===== config.mk =====
export PLATFORM = sky130hd
export DESIGN_NAME = slurm16_cpu_prefetch_buffer
export DESIGN_NICKNAME = d
export VERILOG_FILES = /design/src/rtl/slurm16_cpu_prefetch_buffer.sv
export SDC_FILE = /design/constraint.sdc
export NUM_CORES = 1
export LEC_CHECK = 0
export ABC_CLOCK_PERIOD_IN_PS = 4300
export BUFFER_PORTS_ARGS = -buffer_cell sky130_fd_sc_hd__buf_4
export CAP_MARGIN = 10
export CORE_ASPECT_RATIO = 0.8
export CORE_MARGIN = 1
export CORE_UTILIZATION = 32
export CTS_BUF_LIST = sky130_fd_sc_hd__clkbuf_4 sky130_fd_sc_hd__clkbuf_8
export CTS_CLUSTER_DIAMETER = 60
export DETAILED_ROUTE_END_ITERATION = 8
export GPL_TIMING_DRIVEN = 0
export HOLD_SLACK_MARGIN = 0.05
export SLEW_MARGIN = 30
export SYNTH_ARGS = -nofsm -noshare
export SYNTH_HDL_FRONTEND = slang
export SYNTH_SLANG_ARGS = --single-unit

===== constraint.sdc =====
create_clock -name CLK -period 4.3 [get_ports CLK]
set_input_delay 0.86 -clock CLK [delete_from_list [all_inputs] [get_ports CLK]]
set_output_delay 0.86 -clock CLK [all_outputs]
set_load 0.03 [all_outputs]

===== src/rtl/slurm16_cpu_prefetch_buffer.sv =====
// slurm16_cpu_prefetch_buffer
//   Instruction prefetch queue sitting between the instruction memory port and
//   pipeline stage 0. Fetch requests are issued in order ahead of demand. The
//   returned {address, instruction} pairs are buffered and presented to the
//   pipeline with a first-word-fall-through valid/ready handshake. After a
//   redirect (load_pc_request), responses that are still in flight are
//   counted and dropped.
//
// Ports
//   CLK, RST                 clock (rising edge) / asynchronous active-high reset
//   mem_request/mem_address  fetch request towards memory
//   mem_ready                memory accepts the request this cycle
//   mem_valid/mem_data/      in-order response with its address tag
//   mem_address_in
//   load_pc_request/_address redirect fetch to a new address
//   fetch_valid/fetch_ready  head-entry handshake with the pipeline
//   fetch_instruction/       head entry contents (0 when empty)
//   fetch_address
//   occupancy, full          queue fill level
//   protocol_error           sticky: bad response tag or unrequested response
module slurm16_cpu_prefetch_buffer #(
  parameter int ADDR_BITS = 15,
  parameter int DATA_BITS = 16,
  parameter int DEPTH     = 4,
  parameter logic [ADDR_BITS-1:0] RESET_ADDR = '0
) (
  input  logic                         CLK,
  input  logic                         RST,
  output logic                         mem_request,
  output logic [ADDR_BITS-1:0]         mem_address,
  input  logic                         mem_ready,
  input  logic                         mem_valid,
  input  logic [DATA_BITS-1:0]         mem_data,
  input  logic [ADDR_BITS-1:0]         mem_address_in,
  input  logic                         load_pc_request,
  input  logic [ADDR_BITS-1:0]         load_pc_address,
  input  logic                         fetch_ready,
  output logic                         fetch_valid,
  output logic [DATA_BITS-1:0]         fetch_instruction,
  output logic [ADDR_BITS-1:0]         fetch_address,
  output logic [$clog2(DEPTH+1)-1:0]   occupancy,
  output logic                         full,
  output logic                         protocol_error
);

  localparam int PTR_BITS = $clog2(DEPTH);
  localparam int CNT_BITS = $clog2(DEPTH+1);

  logic                 start_reg;
  logic [ADDR_BITS-1:0] fetch_pc_reg;
  logic [ADDR_BITS-1:0] expected_pc_reg;
  logic [PTR_BITS-1:0]  head_reg;
  logic [PTR_BITS-1:0]  tail_reg;
  logic [CNT_BITS-1:0]  count_reg;
  logic [CNT_BITS-1:0]  outstanding_reg;
  logic [CNT_BITS-1:0]  discard_reg;
  logic                 protocol_error_reg;

  logic [ADDR_BITS-1:0] addr_mem [DEPTH];
  logic [DATA_BITS-1:0] data_mem [DEPTH];

  logic [CNT_BITS:0]    credit_sum;
  logic                 accept;
  logic                 resp_counted;
  logic                 resp_spurious;
  logic                 push;
  logic                 pop;
  logic                 tag_bad;

  // Credit covers both queued entries and every request still in flight
  // (including those whose responses will be discarded), so a kept response
  // always finds a free slot.
  assign credit_sum    = {1'b0, count_reg} + {1'b0, outstanding_reg};
  // start_reg holds off the first request until one edge after reset release.
  assign mem_request   = start_reg & (credit_sum < (CNT_BITS+1)'(DEPTH)) & ~load_pc_request;
  assign mem_address   = fetch_pc_reg;
  assign accept        = mem_request & mem_ready;

  // A response with nothing outstanding was never requested: ignore it.
  assign resp_counted  = mem_valid & (outstanding_reg != '0);
  assign resp_spurious = mem_valid & (outstanding_reg == '0);
  assign push          = resp_counted & (discard_reg == '0) & ~load_pc_request;
  assign tag_bad       = push & (mem_address_in != expected_pc_reg);

  assign fetch_valid       = (count_reg != '0);
  assign pop               = fetch_valid & fetch_ready & ~load_pc_request;
  assign fetch_instruction = fetch_valid ? data_mem[head_reg] : '0;
  assign fetch_address     = fetch_valid ? addr_mem[head_reg] : '0;
  assign occupancy         = count_reg;
  assign full              = (count_reg == CNT_BITS'(DEPTH));
  assign protocol_error    = protocol_error_reg;

  // Queue storage carries no reset; the outputs are masked while empty.
  always_ff @(posedge CLK) begin
    if (push) begin
      addr_mem[tail_reg] <= mem_address_in;
      data_mem[tail_reg] <= mem_data;
    end
  end

  always_ff @(posedge CLK or posedge RST) begin
    if (RST) begin
      start_reg          <= 1'b0;
      fetch_pc_reg       <= RESET_ADDR;
      expected_pc_reg    <= RESET_ADDR;
      head_reg           <= '0;
      tail_reg           <= '0;
      count_reg          <= '0;
      outstanding_reg    <= '0;
      discard_reg        <= '0;
      protocol_error_reg <= 1'b0;
    end else begin
      start_reg <= 1'b1;
      if (load_pc_request) begin
        // Everything still in flight belongs to the old stream. A response
        // arriving this very cycle has already been accounted for.
        head_reg        <= '0;
        tail_reg        <= '0;
        count_reg       <= '0;
        outstanding_reg <= outstanding_reg - CNT_BITS'(resp_counted);
        discard_reg     <= outstanding_reg - CNT_BITS'(resp_counted);
        fetch_pc_reg    <= load_pc_address;
        expected_pc_reg <= load_pc_address;
      end else begin
        fetch_pc_reg    <= fetch_pc_reg + ADDR_BITS'(accept);
        outstanding_reg <= outstanding_reg + CNT_BITS'(accept) - CNT_BITS'(resp_counted);
        if (resp_counted && discard_reg != '0)
          discard_reg <= discard_reg - CNT_BITS'(1);
        if (push) begin
          tail_reg        <= tail_reg + PTR_BITS'(1);
          expected_pc_reg <= expected_pc_reg + ADDR_BITS'(1);
        end
        if (pop)
          head_reg <= head_reg + PTR_BITS'(1);
        count_reg <= count_reg + CNT_BITS'(push) - CNT_BITS'(pop);
      end
      if (tag_bad || resp_spurious)
        protocol_error_reg <= 1'b1;
    end
  end

endmodule


# Yosys cells after proc, flatten, opt, wreduce, memory -nomap -nowiden
# Memory sizes are Yosys's and may differ from the RTL's.
# Cells that the tools add are included.
# op_classes
n_addsub,11
n_lt_le_gt_ge,1
eq_ne,2
mux,15
bitwise,11
reduce_logical,10
# op_table
cell,count
2-to-1 mux 15 bit,4
2-to-1 mux 16 bit,1
adder 15 x 1 -> 15 bit,1
adder 15 x 1 -> 15 bit (second input constant),1
inequality test 15 bit,1
2-to-1 mux 3 bit,4
bitwise AND 1 bit,10
nonzero test 3 bit,3
subtractor 3 x 1 -> 3 bit,3
2-to-1 mux 2 bit,4
adder 3 x 1 -> 3 bit,2
logical NOT 3 bit,2
nonzero test 2 bit,3
adder 2 x 1 -> 2 bit (second input constant),2
adder 3 x 3 -> 4 bit,1
< comparator 4 x 3 -> 1 bit (second input constant),1
equality test 3 bit (second input constant),1
subtractor 3 x 1 -> 3 bit (second input constant),1
2-to-1 mux 1 bit,2
logical AND 1 bit,1
logical OR 1 bit,1
inverter 1 bit,1
# word_totals
register_bits,45
ram_bits,124
in_bits,52
output_inout_bits,53
word_cells,61
memories,2
# memory_table
memory,words,width,read_ports,rd_clocked_by_memory_dff,write_ports,line_no,text
data_mem,4,16,1,0,1,60,logic [DATA_BITS-1:0] data_mem [DEPTH];
addr_mem,4,15,1,0,1,59,logic [ADDR_BITS-1:0] addr_mem [DEPTH];

# Depth between registers and ports, before layout
# Gate-level depths: netlist of run 1.
# depth
ltp_word,8
ltp_mapped,12
mapped_depth_nobuf,12

# Worst setup path after synthesis of run 1
# No wires, ideal clock.
# synth_timing
path_type,in2reg
start,in load_pc_request
end,reg outstanding_reg[2]
setup_ns,0.079
t_arrival_ns,3.054
required_ns,4.221
setup_slack_ns,1.166
cell_stages,11
path_buffers,0
path_cell_list,nor2_1 nand3_1 a31oi_1 nand2_1 ha_1 inv_1 ha_1 fa_1 xor2_1 o21ai_0 xor2_1
# synth_via
elab_chain_len,6
# synth_lines
item,line_no,text
start: declaration,35,"input logic load_pc_request,"
inverter 1 bit,75,assign mem_request = start_reg & (credit_sum < (CNT_BITS+1)'(DEPTH)) & ~load_pc_request;
bitwise AND 1 bit,75,
via mem_request,29,"output logic mem_request,"
bitwise AND 1 bit,77,assign accept = mem_request & mem_ready;
adder 3 x 1 -> 3 bit,126,outstanding_reg <= outstanding_reg + CNT_BITS'(accept) - CNT_BITS'(resp_counted);
subtractor 3 x 1 -> 3 bit,126,
2-to-1 mux 3 bit,114,if (load_pc_request) begin
end signal: assignment,120,outstanding_reg <= outstanding_reg - CNT_BITS'(resp_counted);
end signal: assignment,126,
end: declaration,55,logic [CNT_BITS-1:0] outstanding_reg;
# The timed path passes the listed nets, and every way through them passes these cells.
# A chain may end at the register's enable or synchronous reset.

# Final worst setup path of run 1
# layout_timing
start,reg head_reg[0]
end,out fetch_address[4]
# layout_via
elab_chain_len,2
# layout_lines
item,line_no,text
start: declaration,52,logic [PTR_BITS-1:0] head_reg;
start signal: assignment,134,head_reg <= head_reg + PTR_BITS'(1);
memory (4 x 15 bit),n/a,
2-to-1 mux 15 bit,88,assign fetch_address = fetch_valid ? addr_mem[head_reg] : '0;
end: declaration,40,"output logic [ADDR_BITS-1:0] fetch_address,"
# No other way between the ends.

==> run summary, run 1 <==
# port buffers - 104
first-pass GRT wire length - 25400 um
clock tree root buffer cell - clkbuf_8
Worst Setup Start Kind - register
largest registers - data_mem (64), addr_mem (60)
r2r worst-path depth - 12
CTS H-tree lvls - 4
Cell Area, Synth - 0.00745 mm2
Yosys cell types - 43
r2r endpoint - mem_address[14]
max reg flops - 64
maxcap violations - 0
setup ws final - 966 ps
Tcrit/Tclk final - 0.775
critical-path cell list - clkbuf_1, buf_2, mux4_2, and2_1, buf_4
Placer Congestion - 0.860
unrepaired setup endpoints after global routing - false
status - finished, final reports clean
Mapped Nets - 557
flop2flop setup slack - 1440 ps
Top Family by Delay on Critical Path - buffers and inverters
fin crit period - 3330 ps
Final Hold Vio Count - 0
pin count of the biggest net entering global routing - 31
die height - 138 um
Leakage Power - 0.00334 uW
clock slew at reported path FFs - 90 ps
GRT Overall Usage - 0.141
WP buf/inv - 3
most frequent cells in the layout - 124 x edfxtp_1, 104 x buf_4, 45 x dfrtp_1, 34 x and2_1, 31 x mux4_2
Worst VDD drop - 204 uV
crit-path max FO - 10
PwrDens - 540 mW/mm2
Final setup viols - 0
vias in the first global route - 4589
Worst slew margin - 0.565
DRT Pass-1 Iters - 4
Core Area - 0.0227 mm2
Biggest register - data_mem
post-cts resize count - 0
initial antenna violation count - 0
Setup Buffers After CTS - 0
Post-synth EDFFs - 124
Synth Warn # - 0
worst hold path class - input pin to asynchronous set/reset pin
nets@finish - 685
Slowest cell on crit path - mux4_2
Seq/Total Area, Yosys - 0.651
routed vias - 4474
Num CTS Buffers - 17
full die area - 0.0239 mm2
WS Path Type - register to primary output
wire per inst - 17.5 um
setup_tns - 0 ps
leading cell type in the layout, fill and taps excluded - edfxtp_1
GRT overflow - 0
# hold bufs at CTS - 0
Total Power - 4970 uW
Starting Density - 0.329
CTS Sinks - 169
#FFs+latches synth - 169
layout cells sized above 1 - 0.306
Syn-to-layout area delta - 23.4%
clock skew - 12.5 ps
number of DRC markers in iteration 0 - 389
Via density - 4.80
Critical Path RT - 3440 ps
cell row count - 49
hpwl dp - 11400 um
async set-reset flop share out of synthesis - 0.266
fmax - 300 MHz
Max clock buf depth - 2
DRC viols - 0
Post-Syn Instances - 486
Avg Cell Area, Syn - 15.3 um2
Least-Margin Pin Slew - 652 ps
crit-path max cell delay - 540 ps
Reg-to-Reg Start - outstanding_reg[2]
Arr. time, crit path - 2470 ps
I/O pins - 105
TritonCTS clock tree - built
dpl ws - 1010 ps
Routed Antenna Nets - 0
die width - 173 um
Worst-Skew Late Latency - 460 ps
Crit. End Element - primary output
top_reg_cell synth - edfxtp_1
Post-Route WL - 16300 um
antenna cell count - 0
final max-slew violation count - 0
==> layout make-up <==
class / instances / area (um2)
fillers: 2113 / 13500
flip-flops and latches: 169 / 4850
multi-input cells: 278 / 2460
repair buffers: 109 / 881
well taps: 306 / 383
clock inverters: 15 / 239
clock buffers: 17 / 234
plain buffers: 21 / 83.8
inverters: 18 / 67.6
==> per-stage QoR <==
stage,hold slack [ps],area (um2),instances,utilization
3_5_place_dp,517,8720,901,0.384
3_3_place_gp,509,8620,896,0.380
5_1_grt,390,9190,933,0.405
2_1_floorplan,545,7450,486,-
4_1_cts,371,9190,933,0.405
6_report,387,9190,933,0.405
==> metal layers <==
metal	GRT usage	part of all wire
met2	0.223	0.46
met1	0.189	0.46
met3	0.0325	0.063
met5	0	0
met4	0.0522	0.011
==> synthesized netlist by cell type (3+ instances only) <==
cell / number / area [um2]
nor4_1: 5 / 31.3
ha_1: 17 / 213
nand2_1: 16 / 60.1
nor2_1: 17 / 63.8
nand2b_1: 4 / 25.0
buf_1: 4 / 15.0
o31a_1: 3 / 26.3
dfrtp_1: 45 / 1130
nand4_1: 11 / 68.8
nor3_1: 7 / 35.0
xnor2_1: 27 / 236
or3_1: 3 / 18.8
xor2_1: 15 / 131
nand3_1: 14 / 70.1
inv_1: 17 / 63.8
edfxtp_1: 124 / 3720
or4_1: 3 / 22.5
mux4_2: 31 / 698
o31ai_1: 3 / 22.5
and4_1: 6 / 52.6
mux2_2: 9 / 101
buf_2: 3 / 15.0
and2_1: 38 / 238
o21ai_0: 14 / 70.1
a31oi_1: 7 / 43.8
clkbuf_1: 13 / 48.8
a21oi_1: 11 / 55.1
==> logic make-up after synthesis <==
kind of cell,after synthesis,share of synthesized area
adder cells (fa/ha/maj),19,0.0339
AND/OR/NAND/NOR,130,0.0982
other,1,0.000503
XOR/XNOR,42,0.0494
buffers and inverters,39,0.0203
flip-flops,169,0.651
multiplexers,41,0.109
AO/OA/AOI/OAI,45,0.0383
==> report_power, final <==
group | leakage [uW] | internal (uW) | total, uW | switching [uW]
clock network | 0.000238 | 707 | 1330 | 619
registers | 0.00165 | 1870 | 1980 | 116
logic | 0.00146 | 706 | 1660 | 951
==> worst max-delay path by stage <==
stage,start,endpoint,slack [ps],depth (start not counted)
global route,head_reg[0],fetch_address[4],740,5
detailed placement,load_pc_request,occupancy[2],1010,11
CTS,head_reg[0],fetch_address[4],880,5
floorplan,load_pc_request,outstanding_reg[2],1170,11
global placement,mem_valid,data_mem[1][2],1020,4
finish,head_reg[0],fetch_address[4],970,5
No activity file was read; power rests on OpenSTA's default activity.
==> inputs of run 2 (changes only) <==
- ABC_CLOCK_PERIOD_IN_PS: 4300 -> 2800
- clock period: 4.3 -> 2.8 ns (I/O delays scaled with it)
==> run summary, run 2 (synthesis gave the netlist of run 1 again) <==
Core Area - 0.0227 mm2
vias in the first global route - 4642
worst hold path class - input pin to asynchronous set/reset pin
Biggest register - data_mem
Placer Congestion - 0.877
Worst Setup Start Kind - register
antenna cell count - 0
DRT Pass-1 Iters - 5
fmax - 375 MHz
die width - 173 um
Routed Antenna Nets - 0
fin crit period - 2670 ps
number of DRC markers in iteration 0 - 353
status - finished, final reports clean
first-pass GRT wire length - 25900 um
Critical Path RT - 2240 ps
switching power - 2640 uW
r2r worst-path depth - 12
wire per inst - 17.6 um
CTS Sinks - 169
cell row count - 49
Max clock buf depth - 2
crit-path max cell delay - 530 ps
Critical Path Most Common Cell - buf_4
initial antenna violation count - 0
TritonCTS clock tree - built
clock slew at reported path FFs - 100 ps
Slowest cell on crit path - mux4_2
unrepaired setup endpoints after global routing - true
Via density - 4.83
Reg-to-Reg Start - discard_reg[0]
full die area - 0.0239 mm2
GRT overflow - 0
max reg flops - 64
Syn-to-layout area delta - 23.8%
sequential share of power - 0.410
Tcrit/Tclk final - 0.953
final max-slew violation count - 0
largest registers - data_mem (64), addr_mem (60)
# hold bufs at CTS - 0
Sw Ratio - 0.352
Leakage Power - 0.00336 uW
die height - 138 um
post-layout utilization of the core - 0.407
Hold Slack - 165 ps
hpwl dp - 11700 um
nets@finish - 685
Comb power frac - 0.349
Worst VDD drop - 271 uV
Worst-Skew Late Latency - 460 ps
Final Hold Vio Count - 0
dpl ws - -209 ps
layout cells sized above 1 - 0.335
I/O pins - 105
Worst slew margin - 0.611
r2r endpoint - occupancy[2]
DRC viols - 0
Crit. End Element - primary output
Arr. time, crit path - 2110 ps
pin count of the biggest net entering global routing - 46
GRT Overall Usage - 0.143
PwrDens - 812 mW/mm2
Starting Density - 0.329
leading cell type in the layout, fill and taps excluded - edfxtp_1
# port buffers - 104
Post-Route WL - 16400 um
flop2flop setup slack - 170 ps
WP buf/inv - 2
WS Path Type - register to primary output
CTS H-tree lvls - 4
Int Pwr - 4860 uW
Num CTS Buffers - 17
Final setup viols - 0
most frequent cells in the layout - 124 x edfxtp_1, 109 x buf_4, 41 x dfrtp_1, 34 x and2_1, 31 x mux4_2
maxcap violations - 0
Top Family by Delay on Critical Path - multiplexers
Clock power frac - 0.242
setup ws final - 132 ps
Least-Margin Pin Slew - 583 ps
clock tree root buffer cell - clkbuf_8
clock skew - 13.2 ps
setup_tns - 0 ps
critical-path cell list - buf_4, mux4_2, and2_1, buf_4
crit-path max FO - 10
routed vias - 4510
## run 2: worst max path at each step
stage / start / to / slack [ps] / cells past startpoint
detailed placement: load_pc_request / occupancy[2] / -210 / 11
global placement: discard_reg[0] / data_mem[0][2] / -200 / 5
floorplan: occupancy[1] / outstanding_reg[2] / 40 / 12
global route: discard_reg[0] / occupancy[2] / -4 / 12
CTS: occupancy[1] / fetch_address[6] / 20 / 4
finish: head_reg[0] / fetch_instruction[5] / 130 / 4
## run 2: stage by stage
stage	cells	area, um2	power, uW
2_1_floorplan	486	7470	4810
3_3_place_gp	896	8630	5640
3_5_place_dp	900	8750	5710
4_1_cts	929	9180	7550
5_1_grt	933	9230	7910
6_report	933	9230	7500
## run 2: area by class of cell
type                            instances  area, um2
Fill cell                            2128      13500
Sequential cell                       169       4850
Multi-Input combinational cell        278       2480
Timing Repair Buffer                  112        921
Tap cell                              306        383
Clock buffer                           17        234
Clock inverter                         15        185
Buffer                                 18        100
Inverter                               18       71.3
## run 2: repair_timing
item / CTS / global route
pin swaps: 0 / 1
resized for setup: 13 / 7
gates cloned: 0 / 0
buffers inserted: 0 / 4
endpoints found under the setup margin: 31 / 14
## run 2: per-layer routing
layer  global-route usage  vias to the layer above  routed length [um]
li1                     -                     2085                   -
met1                0.202                     2275                7630
met2                0.217                      132                7540
met3               0.0380                       18                1060
met4               0.0414                        0                 218
met5                    0                        -                   0
## run 2: power groups by stage
stage / Combinational (uW) / Clock [uW] / Sequential (uW)
global placement: 2540 / 0 / 3100
floorplan: 1670 / 0 / 3140
detailed placement: 2600 / 0 / 3110
global route: 2850 / 1950 / 3100
finish: 2610 / 1810 / 3070
CTS: 2620 / 1850 / 3080
==> inputs of run 3 (changes only) <==
- MAX_ROUTING_LAYER: unset -> met4
==> run summary, run 3 (synthesis gave the netlist of run 1 again) <==
status - finished, final reports clean
Syn-to-layout area delta - 23.8%
layout cells sized above 1 - 0.335
initial antenna violation count - 0
Biggest register - data_mem
fmax - 374 MHz
# hold bufs at CTS - 0
Tcrit/Tclk final - 0.954
flop2flop setup slack - 170 ps
Worst slew margin - 0.612
WS Path Type - register to primary output
DRT Pass-1 Iters - 4
TritonCTS clock tree - built
most frequent cells in the layout - 124 x edfxtp_1, 109 x buf_4, 41 x dfrtp_1, 34 x and2_1, 31 x mux4_2
cell row count - 49
wire per inst - 17.7 um
Inst Count DP - 900
Core Area - 0.0227 mm2
clock skew - 12.6 ps
Worst-Skew Late Latency - 460 ps
Crit. End Element - primary output
Reg-to-Reg Start - discard_reg[0]
Post-Route WL - 16500 um
clock tree root buffer cell - clkbuf_8
crit-path max FO - 10
post-layout utilization of the core - 0.407
Critical Path RT - 2240 ps
Leakage Power - 0.00336 uW
pin count of the biggest net entering global routing - 46
Total Power - 7500 uW
PwrDens - 812 mW/mm2
Starting Density - 0.329
Final setup viols - 0
maxcap violations - 0
setup_tns - 0 ps
DRC viols - 0
Layout fillers - 2128
max reg flops - 64
GRT overflow - 0
nets@finish - 685
GRT Overall Usage - 0.148
I/O pins - 105
clock slew at reported path FFs - 100 ps
Max clock buf depth - 2
Worst VDD drop - 272 uV
Arr. time, crit path - 2110 ps
r2r endpoint - occupancy[2]
die height - 138 um
Routed Antenna Nets - 0
full die area - 0.0239 mm2
area of the multi-input gates - 0.00248 mm2
Worst Setup Start Kind - register
CTS H-tree lvls - 4
die width - 173 um
fin cells - 933
dpl cell area - 0.00875 mm2
# port buffers - 104
worst hold path class - input pin to asynchronous set/reset pin
hpwl dp - 11700 um
register area - 0.00485 mm2
fin crit period - 2670 ps
unrepaired setup endpoints after global routing - true
vias in the first global route - 4648
first-pass GRT wire length - 25900 um
r2r worst-path depth - 12
Least-Margin Pin Slew - 582 ps
Placer Congestion - 0.891
antenna cell count - 0
final max-slew violation count - 0
largest registers - data_mem (64), addr_mem (60)
CTS Sinks - 169
Via density - 4.84
Final Hold Vio Count - 0
Num CTS Buffers - 17
post-route cell area - 0.00923 mm2
number of DRC markers in iteration 0 - 335
leading cell type in the layout, fill and taps excluded - edfxtp_1
routed vias - 4517
## run 3: cell counts in the layout (fill, tap and decap cells not counted)
Identical to the previous run, type by type.
## run 3: worst max-delay path by stage
| stage | start | cells after the start | to | slack, ps |
|---|---|---|---|---|
| 6_report | head_reg[0] | 4 | fetch_instruction[5] | 130 |
| 5_1_grt | discard_reg[0] | 12 | occupancy[2] | -4 |
| 4_1_cts | occupancy[1] | 4 | fetch_address[6] | 20 |
| 3_5_place_dp | load_pc_request | 11 | occupancy[2] | -210 |
| 3_3_place_gp | discard_reg[0] | 5 | data_mem[0][2] | -200 |
| 2_1_floorplan | occupancy[1] | 12 | outstanding_reg[2] | 40 |
## run 3: metal layers
layer | vias to the layer above | wire length, um | GRT usage
met4 | 0 | 218 | 0.0418
met1 | 2295 | 7900 | 0.202
met5 | - | 0 | -
met3 | 18 | 859 | 0.0377
li1 | 2086 | - | -
met2 | 118 | 7530 | 0.216
## run 3: through the flow
stage	worst slack (ps)	hold slack (ps)
3_5_place_dp	-209	536
3_3_place_gp	-197	513
2_1_floorplan	40.6	545
6_report	130	163
4_1_cts	16.7	158
5_1_grt	-3.82	195
## run 3: where the power goes
group          internal [uW]  leakage [uW]  switching, uW
combinational           1160       0.00150           1460
sequential              2870       0.00164            198
clock                    828      0.000211            981
## run 3: timing repair
item | 4_1_cts | 5_1_grt
gates resized for setup | 13 | 7
pin swaps | 0 | 1
setup buffers | 0 | 4
setup endpoints to repair | 31 | 14
## run 3: final cells by class
class / instances / share of cell area
Buffer: 18 / 0.0108
Clock buffer: 17 / 0.0254
Clock inverter: 15 / 0.0201
Inverter: 18 / 0.00773
Multi-Input combinational cell: 278 / 0.269
Sequential cell: 169 / 0.526
Tap cell: 306 / 0.0415
Timing Repair Buffer: 112 / 0.0998
## run 3: critical path, cell delays in order, from the launching register on
cell	delay, ps
dfrtp_2	480
buf_4	280
mux4_2	530
and2_1	180
buf_4	160
